[config.mk]
export PLATFORM = sky130hd
export DESIGN_NAME = muldiv_unit
export DESIGN_NICKNAME = d
export VERILOG_FILES = /design/src/rtl/muldiv_pkg.sv /design/src/rtl/div_step.sv /design/src/rtl/muldiv_unit.sv
export SDC_FILE = /design/constraint.sdc
export NUM_CORES = 1
export LEC_CHECK = 0
export CORE_MARGIN = 2
export CORE_UTILIZATION = 29
export CTS_CLUSTER_DIAMETER = 50
export DETAILED_ROUTE_END_ITERATION = 16
export HOLD_SLACK_MARGIN = 0.02
export PLACE_DENSITY = 0.42
export SLEW_MARGIN = 10
export SYNTH_ARGS = -nofsm -noshare
export SYNTH_HDL_FRONTEND = slang
export SYNTH_SLANG_ARGS = --single-unit
[constraint.sdc]
create_clock -name clk -period 17.05 [get_ports clk]
set_clock_uncertainty 0.15 [all_clocks]
set_input_delay 4.2625 -clock clk [delete_from_list [all_inputs] [get_ports clk]]
set_output_delay 4.2625 -clock clk [all_outputs]
set_load 0.02 [all_outputs]
[src/rtl/muldiv_pkg.sv]
// Shared definitions for the multiply/divide unit: ALU control codes for the
// M-extension operations, FSM state encoding, default datapath width and
// small helpers used at operation accept.
package muldiv_pkg;

  localparam int unsigned WIDTH_DEFAULT = 32;
  localparam int unsigned OP_W          = 5;

  // ALU control codes handled by the multiply/divide unit
  localparam logic [OP_W-1:0] OP_MUL    = 5'b01011;
  localparam logic [OP_W-1:0] OP_MULH   = 5'b01100;
  localparam logic [OP_W-1:0] OP_MULHSU = 5'b01101;
  localparam logic [OP_W-1:0] OP_MULHU  = 5'b01110;
  localparam logic [OP_W-1:0] OP_DIV    = 5'b01111;
  localparam logic [OP_W-1:0] OP_DIVU   = 5'b10000;
  localparam logic [OP_W-1:0] OP_REM    = 5'b10001;
  localparam logic [OP_W-1:0] OP_REMU   = 5'b10010;

  typedef enum logic [2:0] {
    ST_IDLE,
    ST_MUL,
    ST_DIV,
    ST_FIX,
    ST_DONE
  } state_t;

  // True for any control code this unit implements
  function automatic logic is_muldiv(input logic [OP_W-1:0] op);
    return (op >= OP_MUL) && (op <= OP_REMU);
  endfunction

  // Unsigned magnitude of a value; the 33-bit intermediate keeps |0x80000000|
  function automatic logic [WIDTH_DEFAULT-1:0] magnitude(input logic [WIDTH_DEFAULT-1:0] x,
                                                          input logic neg);
    logic [WIDTH_DEFAULT:0] ext;
    ext = {neg, x};
    return neg ? WIDTH_DEFAULT'(-ext) : x;
  endfunction

endpackage

[src/rtl/div_step.sv]
// One combinational restoring-division step.
// Ports:
//   rem          - current partial remainder (always < divisor)
//   divisor      - divisor magnitude
//   dividend_bit - next dividend bit shifted into the remainder
//   rem_next_c   - updated partial remainder
//   q_bit_c      - quotient bit produced by this step
module div_step
  import muldiv_pkg::*;
#(
  parameter int unsigned W = WIDTH_DEFAULT
) (
  input  logic [W-1:0] rem,
  input  logic [W-1:0] divisor,
  input  logic         dividend_bit,
  output logic [W-1:0] rem_next_c,
  output logic         q_bit_c
);

  logic [W:0] shifted;
  logic [W:0] trial;

  // Trial subtract; the top bit of the 33-bit difference is the borrow
  always_comb begin
    shifted    = {rem, dividend_bit};
    trial      = shifted - {1'b0, divisor};
    q_bit_c    = ~trial[W];
    rem_next_c = q_bit_c ? trial[W-1:0] : shifted[W-1:0];
  end

endmodule

[src/rtl/muldiv_unit.sv]
// Multi-cycle M-extension multiply/divide unit beside the execute-stage ALU.
// Ports:
//   clk, rst          - clock, asynchronous active-high reset
//   in_valid/in_ready - operation handshake (op, a, b)
//   op                - 5-bit ALU control code (01011..10010)
//   a, b              - operands rs1, rs2
//   out_valid/out_ready - result handshake
//   result            - operation result, held stable in DONE
//   busy              - unit is in any state other than IDLE
// Build option: define MULDIV_FAST_MUL_EN to replace the shift-add multiply
// with a single-cycle combinational multiply at accept.
module muldiv_unit
  import muldiv_pkg::*;
#(
  parameter int unsigned WIDTH = WIDTH_DEFAULT
) (
  input  logic             clk,
  input  logic             rst,
  input  logic             in_valid,
  output logic             in_ready,
  input  logic [OP_W-1:0]  op,
  input  logic [WIDTH-1:0] a,
  input  logic [WIDTH-1:0] b,
  output logic             out_valid,
  input  logic             out_ready,
  output logic [WIDTH-1:0] result,
  output logic             busy
);

  localparam int unsigned      W    = WIDTH;
  localparam int unsigned      CW   = $clog2(WIDTH);
  localparam logic [CW-1:0]    LAST = CW'(WIDTH - 1);
  localparam logic [W-1:0]     SMIN = {1'b1, {(W-1){1'b0}}};

  state_t          state;
  logic [OP_W-1:0] op_q;
  logic            sa_q;
  logic            sb_q;
  logic            special;
  logic [CW-1:0]   count;
  logic [2*W-1:0]  acc;      // product {hi,lo} or {remainder, quotient}
  logic [W-1:0]    opnd;     // multiplicand or divisor magnitude

  logic            sa_c;
  logic            sb_c;
  logic [W-1:0]    mag_a;
  logic [W-1:0]    mag_b;
  logic            is_div_c;
  logic            is_quot_c;

  // Signed interpretation of the incoming operands
  always_comb begin
    sa_c = 1'b0;
    sb_c = 1'b0;
    case (op)
      OP_MUL, OP_MULH, OP_DIV, OP_REM: begin
        sa_c = a[W-1];
        sb_c = b[W-1];
      end
      OP_MULHSU: sa_c = a[W-1];
      default: ;
    endcase
    mag_a     = magnitude(a, sa_c);
    mag_b     = magnitude(b, sb_c);
    is_div_c  = op inside {OP_DIV, OP_DIVU, OP_REM, OP_REMU};
    is_quot_c = op inside {OP_DIV, OP_DIVU};
  end

`ifdef MULDIV_FAST_MUL_EN
  logic [2*W-1:0] ea_c;
  logic [2*W-1:0] eb_c;
  logic [2*W-1:0] prod_c;

  // Sign-extended operands; the low 2W bits of the product are exact
  always_comb begin
    ea_c   = {{W{sa_c}}, a};
    eb_c   = {{W{sb_c}}, b};
    prod_c = ea_c * eb_c;
  end
`else
  logic [W:0] mul_sum_c;

  // Shift-add step: conditionally add multiplicand into the high half
  always_comb begin
    mul_sum_c = {1'b0, acc[2*W-1:W]} + (acc[0] ? {1'b0, opnd} : {(W+1){1'b0}});
  end
`endif

  logic [W-1:0] rem_next_c;
  logic         q_bit_c;

  div_step #(.W(W)) u_div_step (
    .rem          (acc[2*W-1:W]),
    .divisor      (opnd),
    .dividend_bit (acc[W-1]),
    .rem_next_c   (rem_next_c),
    .q_bit_c      (q_bit_c)
  );

  logic [2*W-1:0] prod_fix_c;
  logic [W-1:0]   quo_fix_c;
  logic [W-1:0]   rem_fix_c;

  // Sign correction of the unsigned iteration results
  always_comb begin
`ifdef MULDIV_FAST_MUL_EN
    prod_fix_c = acc;
`else
    prod_fix_c = (sa_q ^ sb_q) ? -acc : acc;
`endif
    quo_fix_c  = (sa_q ^ sb_q) ? -acc[W-1:0] : acc[W-1:0];
    rem_fix_c  = sa_q ? -acc[2*W-1:W] : acc[2*W-1:W];
  end

  // Control FSM and datapath registers
  always_ff @(posedge clk or posedge rst) begin
    if (rst) begin
      state     <= ST_IDLE;
      in_ready  <= 1'b1;
      out_valid <= 1'b0;
      busy      <= 1'b0;
      result    <= '0;
      count     <= '0;
      op_q      <= '0;
      sa_q      <= 1'b0;
      sb_q      <= 1'b0;
      special   <= 1'b0;
      acc       <= '0;
      opnd      <= '0;
    end else begin
      case (state)
        ST_IDLE: begin
          if (in_valid) begin
            op_q     <= op;
            sa_q     <= sa_c;
            sb_q     <= sb_c;
            count    <= '0;
            special  <= 1'b0;
            in_ready <= 1'b0;
            busy     <= 1'b1;
            if (!is_muldiv(op)) begin
              result  <= '0;
              special <= 1'b1;
              state   <= ST_FIX;
            end else if (is_div_c && (b == '0)) begin
              result  <= is_quot_c ? '1 : a;
              special <= 1'b1;
              state   <= ST_FIX;
            end else if ((op == OP_DIV || op == OP_REM) && a == SMIN && b == '1) begin
              result  <= (op == OP_DIV) ? SMIN : '0;
              special <= 1'b1;
              state   <= ST_FIX;
            end else if (is_div_c) begin
              acc   <= {{W{1'b0}}, mag_a};
              opnd  <= mag_b;
              state <= ST_DIV;
            end else begin
`ifdef MULDIV_FAST_MUL_EN
              acc   <= prod_c;
              state <= ST_FIX;
`else
              acc   <= {{W{1'b0}}, mag_b};
              opnd  <= mag_a;
              state <= ST_MUL;
`endif
            end
          end
        end
`ifndef MULDIV_FAST_MUL_EN
        ST_MUL: begin
          acc   <= {mul_sum_c, acc[W-1:1]};
          count <= count + CW'(1);
          if (count == LAST) state <= ST_FIX;
        end
`endif
        ST_DIV: begin
          acc   <= {rem_next_c, acc[W-2:0], q_bit_c};
          count <= count + CW'(1);
          if (count == LAST) state <= ST_FIX;
        end
        ST_FIX: begin
          if (!special) begin
            case (op_q)
              OP_MUL:                       result <= prod_fix_c[W-1:0];
              OP_MULH, OP_MULHSU, OP_MULHU: result <= prod_fix_c[2*W-1:W];
              OP_DIV, OP_DIVU:              result <= quo_fix_c;
              OP_REM, OP_REMU:              result <= rem_fix_c;
              default:                      result <= '0;
            endcase
          end
          out_valid <= 1'b1;
          state     <= ST_DONE;
        end
        ST_DONE: begin
          if (out_ready) begin
            out_valid <= 1'b0;
            in_ready  <= 1'b1;
            busy      <= 1'b0;
            state     <= ST_IDLE;
          end
        end
        default: begin
          state     <= ST_IDLE;
          in_ready  <= 1'b1;
          out_valid <= 1'b0;
          busy      <= 1'b0;
        end
      endcase
    end
  end

endmodule

* After elaboration in Yosys (flattened, before gate mapping)
Cells that the tools add are included.
W data, S select, Z words.
** Word-level totals
- Bits in registers :: 147
- Bits in latches :: 0
- Memory bits (writable) :: 0
- Memory bits (read-only) :: 0
- Input port bits :: 73
- Output and inout bits :: 35
- Memories :: 0
** Cells by class
- Add/subtract/negate cells :: 8
- Multiply operators :: 0
- Divide/modulo/power cells :: 0
- Magnitude comparators :: 2
- Eq/ne operators :: 30
- Shifts and indexed selects :: 0
- Muxes and demuxes :: 45
- Bitwise logic cells :: 6
- Reduce and logical (&&, ||, !) cells :: 28
** Operators with widths (number)
- $mux W32 :: 15
- $mux W64 :: 5
- $pmux W64 S3 :: 1
- $neg A32 Y32 :: 4
- $pmux W32 S4 :: 1
- $eq A32 B32 Y1 const B :: 2
- $neg A64 Y64 :: 1
- $pmux W32 S2 :: 1
- $eq A5 B4 Y1 const B :: 9
- $eq A5 B5 Y1 const B :: 7
- $add A32 B32 Y33 :: 1
- $sub A33 B32 Y33 :: 1
- $logic_not A32 Y1 :: 1
- $ne A2 B2 Y1 const B :: 6
- $pmux W3 S4 :: 1
- $pmux W5 S2 :: 1
- $reduce_and A5 Y1 :: 2
- $mux W1 :: 9
- $mux W3 :: 3
- $pmux W1 S3 :: 3
- $reduce_or A3 Y1 :: 3
- $mux W2 :: 4
- $eq A3 B2 Y1 const B :: 2
- $reduce_and A2 Y1 :: 3
- 21 further kinds :: 33

* Logic depth before layout (Yosys ltp)
- Depth after elaboration :: 10
- Depth in mapped cells :: 14
- Mapped depth without buffers :: 13

* Modules after synthesis
A second synthesis with hierarchy kept.
** Unflattened totals
- Cell total of the unflattened synthesis :: 1941
- Area, all modules :: 15172.1 um^2
** By module, submodules not included
- muldiv_unit :: times used 1, cells each 1636, area an instance 12813.5 um^2
- div_step :: times used 1, cells each 305, area an instance 2358.5 um^2

* Worst setup path before layout
No wires, ideal clock.
- Path type :: input -> register
- From :: in a[0]
- To :: reg acc[20]
- Arrival time :: 6583 ps
- Setup slack :: 10186 ps
- Stages on the path :: 10
- Buffers on the path :: 0
- Path through :: inv_1 > ha_1 > or4b_1 > or4_1 > or3_1 > o31ai_1 > xor2_1 > a21oi_1 > o21ai_0 > a22oi_1
** Between the ends
- Cells in the longest elaborated chain, start to end :: 8
** RTL lines
- from (decl) :: RTL line muldiv_unit.sv:22 : input logic [WIDTH-1:0] a,
- $neg A32 Y32 :: RTL line muldiv_pkg.sv:37 : return neg ? WIDTH_DEFAULT'(-ext) : x;
- $mux W32 :: RTL line muldiv_pkg.sv:37
- $mux W32 :: RTL line muldiv_unit.sv:153 : end else if (is_div_c) begin
- $mux W64 :: RTL line muldiv_unit.sv:149 : end else if ((op == OP_DIV || op == OP_REM) && a == SMIN && b == '1) begin
- $mux W64 :: RTL line muldiv_unit.sv:145 : end else if (is_div_c && (b == '0)) begin
- $mux W64 :: RTL line muldiv_unit.sv:141 : if (!is_muldiv(op)) begin
- $mux W64 :: RTL line muldiv_unit.sv:133 : if (in_valid) begin
- $pmux W64 S3 :: RTL line muldiv_unit.sv:131 : case (state)
- to (signal assigned) :: RTL line muldiv_unit.sv:154 : acc <= {{W{1'b0}}, mag_a};
- to (signal assigned) :: RTL line muldiv_unit.sv:162 : acc <= {{W{1'b0}}, mag_b};
- to (signal assigned) :: RTL line muldiv_unit.sv:171 : acc <= {mul_sum_c, acc[W-1:1]};
- to (decl) :: RTL line muldiv_unit.sv:41 : logic [2*W-1:0] acc;
Parallel ways exist; a longest one is shown, timed or not. The select of a mux whose other input is x is not followed.
A chain may end at the register's enable or synchronous reset.

* Final worst setup path
- From :: in op[0]
- To :: reg result[8]
** Between the ends
- Cells in the longest elaborated chain, start to end :: 7
** RTL lines
- from (decl) :: RTL line muldiv_unit.sv:21 : input logic [OP_W-1:0] op,
- $eq A5 B4 Y1 (tied with other cells) :: RTL line muldiv_unit.sv:65, muldiv_unit.sv:66, muldiv_unit.sv:149
- $reduce_bool A2 Y1 / $reduce_bool A4 Y1 (equally long branches) :: RTL line muldiv_unit.sv:66, muldiv_unit.sv:65
- $mux W32 / $logic_and A1 B1 Y1 (equally long branches) :: RTL line muldiv_unit.sv:146, muldiv_unit.sv:145
- $mux W32 :: RTL line muldiv_unit.sv:145
- $mux W32 :: RTL line muldiv_unit.sv:141
- $mux W32 :: RTL line muldiv_unit.sv:133
- $pmux W32 S2 :: RTL line muldiv_unit.sv:131
- to (signal assigned) :: RTL line muldiv_unit.sv:146 : result <= is_quot_c ? '1 : a;
- to (signal assigned) :: RTL line muldiv_unit.sv:150 : result <= (op == OP_DIV) ? SMIN : '0;
- to (signal assigned) :: RTL line muldiv_unit.sv:184 : OP_MUL: result <= prod_fix_c[W-1:0];
- to (decl) :: RTL line muldiv_unit.sv:26 : output logic [WIDTH-1:0] result,
Parallel ways exist; a longest one is shown, timed or not. The select of a mux whose other input is x is not followed.

==> results.cfg <==
[synthesis]
synth_top_area_frac = 0.2412
yosysTopAreaCell = dfrtp_1
synth_cell_type_count = 90
syn_nets = 2187
synth-warning-count = 0
syn_area_um2 = 15150
syn-instance-count = 2041
synth_area_per_cell_um2 = 7.423
synth_edf_count = 0
synth_ff_type = dfrtp_1
synthArstFlopShare = 1.000
seq_area_frac_synth = 0.2429
ys_top_cells_by_area = dfrtp_1, nor2_1, ha_1, o21ai_0, xnor2_1
ys_ff_latch = 147

[run]
cap_violations = 0

[timing]
finalSetupTns_ns = 0
finalWorstSetupSlack_ns = 8.934
rsz0062_at_grt = false
hold_viol = 0
finalSetupViolCount = 0
max_freq_mhz = 123.2
tightest_slew_ns = 1.147
final-max-slew-violation-count = 0
period_share = 0.4760
finalCriticalPeriod_ns = 8.116
slew_headroom = 0.2318
holdWs_ns = 0.3327

[die]
die_w_um = 232.6
num_rows = 83
design.core.area_um2 = 51510
initial_utilization = 0.2941
fp.dieH_um = 232.6
die-area_um2 = 54080
io_pins = 108

[global_routing]
grt_max_degree = 95
grt_pass1_vias = 15010
grt_overflow_total = 0
grtUsageTotal = 0.2499
grt_pass1_wl_mm = 99.78
antenna_found_initial = 5

[hold_path]
hold_path_depth = 2
hold_path.class = reg -> reg

[power]
power_density_nw_per_um2 = 216.3
p_sw_mw = 2.021
p_leak_nw = 6.859
p_seq_frac = 0.221
vdd_drop_max_uv = 95.64
total_power_mw = 3.746
swShare = 0.5397
pwr-share-comb = 0.670
p_int_mw = 1.724
p_clk_frac = 0.109

[critical_path]
startpoint = op[0]
cp_max_fo = 73
worst_setup_path_start_kind = input pin
critPathArrivalTime_ns = 8.34
r2r-end = acc[37]$_DFFE_PP0P_
r2r_start = acc[32]$_DFFE_PP0P_
rrSetupSlack_ns = 12.49
end_kind = flip-flop
reg2reg_depth = 12
cp-endpoint = result[8]$_DFFE_PP0P_
path_class = in -> reg
critPathRequiredTime_ns = 17.28

[cts]
cts_tree = built
numCtsBuffers = 17
hold_buffers = 0
postCtsResizedCells = 0
clock_sinks = 147
clk_path_buf_depth = 2
htreeDepth = 4
cts_root_buf = clkbuf_16
worst_skew_pair.late_latency_ns = 0.46
clk_pin_slew_ns = 0.07
post_cts_buffers = 0

[drt]
dr_total_vias = 15700
drt_iter0_markers = 1386
via_per_inst = 5.733
drc = 0
wire_per_inst_um = 24.52
postRouteAntennaNets = 0
routed_wl_mm = 67.15
dr.pass1.iters = 7

[cells_and_area]
nNetsFinal = 2190
area_growth_pct = 14.30
drive_gt1_frac = 0.04861

[placement]
gp_congestion = 0.8975
hpwl_mm = 52.03
port-buffer-count = 107
dpl_worst_slack_ns = 8.459

[run_status]
status = complete, no violations
[worst max-delay path, stage by stage]
cell and delay [ns]:
clkdlybuf4s50_1 0.57, and2_1 0.25, or4b_1 0.50, and2_2 0.21
buf_4 0.32, nor4_2 0.43, and3_1 0.96, o21ai_0 0.51
a31oi_1 0.28
[registers in the layout, indices dropped and copies added (netlist names)]
name       flops
sb_q           1
sa_q           1
special        1
state          3
opnd          32
busy           1
out_valid      1
in_ready       1
op_q           5
result        32
acc           64
count          5
[power groups by stage]
stage	Sequential, mW	Combinational [mW]	Clock [mW]
floorplan	0.658	1.87	0
global placement	0.829	2.49	0
detailed placement	0.831	2.48	0
CTS	0.824	2.50	0.416
global route	0.853	2.77	0.430
finish	0.829	2.51	0.407
[area by class of cell]
| type | count | area (um2) |
|---|---|---|
| clock buffer | 21 | 460.4 |
| multi-input combinational | 1683 | 10690 |
| timing repair buffer | 130 | 1244 |
| tap | 680 | 850.8 |
| sequential | 147 | 3680 |
| antenna | 1 | 2.502 |
| clock inverter | 11 | 142.6 |
| inverter | 65 | 249.0 |
| fill | 5601 | 34190 |
[cell families after synthesis]
family | synth area share
buffers and inverters | 0.05542
XOR/XNOR | 0.1093
adder cells (fa/ha/maj) | 0.06128
multiplexers | 0.02403
flip-flops | 0.2429
AO/OA/AOI/OAI | 0.2947
AND/OR/NAND/NOR | 0.2124
[layout by cell type, fill, tap and decap left out, types with 46 or more instances in the layout]
| master | Yosys | final |
|---|---|---|
| o21ai_0 | 176 | 175 |
| a21oi_1 | 170 | 170 |
| dfrtp_1 | 146 | 146 |
| a22oi_1 | 50 | 50 |
| xnor2_1 | 99 | 98 |
| xor2_1 | 90 | 90 |
| a31oi_1 | 47 | 46 |
| nand2_1 | 190 | 189 |
| ha_1 | 71 | 71 |
| nor2_1 | 261 | 261 |
| inv_1 | 65 | 64 |
| clkdlybuf4s50_1 | 0 | 107 |
[how the worst min path moves through the flow]
stage,start,to,slack (ns)
6_report,in_ready$_DFFE_PP1P_,in_ready$_DFFE_PP1P_,0.33
5_1_grt,in_ready$_DFFE_PP1P_,in_ready$_DFFE_PP1P_,0.35
4_1_cts,in_ready$_DFFE_PP1P_,in_ready$_DFFE_PP1P_,0.33
3_5_place_dp,in_ready$_DFFE_PP1P_,in_ready$_DFFE_PP1P_,0.32
3_3_place_gp,in_ready$_DFFE_PP1P_,in_ready$_DFFE_PP1P_,0.31
2_1_floorplan,opnd[15]$_DFFE_PP0P_,opnd[15]$_DFFE_PP0P_,0.30
[layer usage]
metal,share of wire,global-route usage,vias up
met5,0.00076,0,-
met4,0.033,0.09156,8
met3,0.064,0.05662,92
met2,0.43,0.3684,500
met1,0.47,0.3531,7651
li1,-,-,7445
[cell usage after synthesis, types with 4 or more instances]
master    count
mux2_2        4
or3_1        17
o311ai_0      5
o41ai_1      12
xor2_1       90
nor2b_1      18
nand2b_1     11
o21a_1       17
nor3_1       45
a22oi_1      50
buf_4         4
o22ai_1      30
and3_1       22
nand4_1      22
buf_1         7
a222oi_1      9
inv_1        65
ha_1         71
a211oi_1     15
xnor2_1      99
o21ai_0     176
or4_1        17
a211o_1       9
buf_2        17
nor4_1       13
a311oi_1      4
o221ai_1     20
clkbuf_1    114
nand2_1     190
a221o_1       4
dfrtp_1     146
a21boi_0      7
or2_2         7
a21o_1       32
a31oi_1      47
nor2_1      261
and2_1       11
a41oi_1       9
mux2i_1      29
o21bai_1      6
nand3_1      24
a21oi_1     170
o211ai_1     12
o31ai_1      25
[through the flow]
stage	instances	utilization	instance area, um2
after floorplan	2041	-	15150
after global placement	2705	0.3243	16700
after detailed placement	2705	0.3244	16710
after CTS	2737	0.3361	17310
after global routing	2737	0.3361	17310
final	2738	0.3362	17320
(Power assumes the default switching activity.)
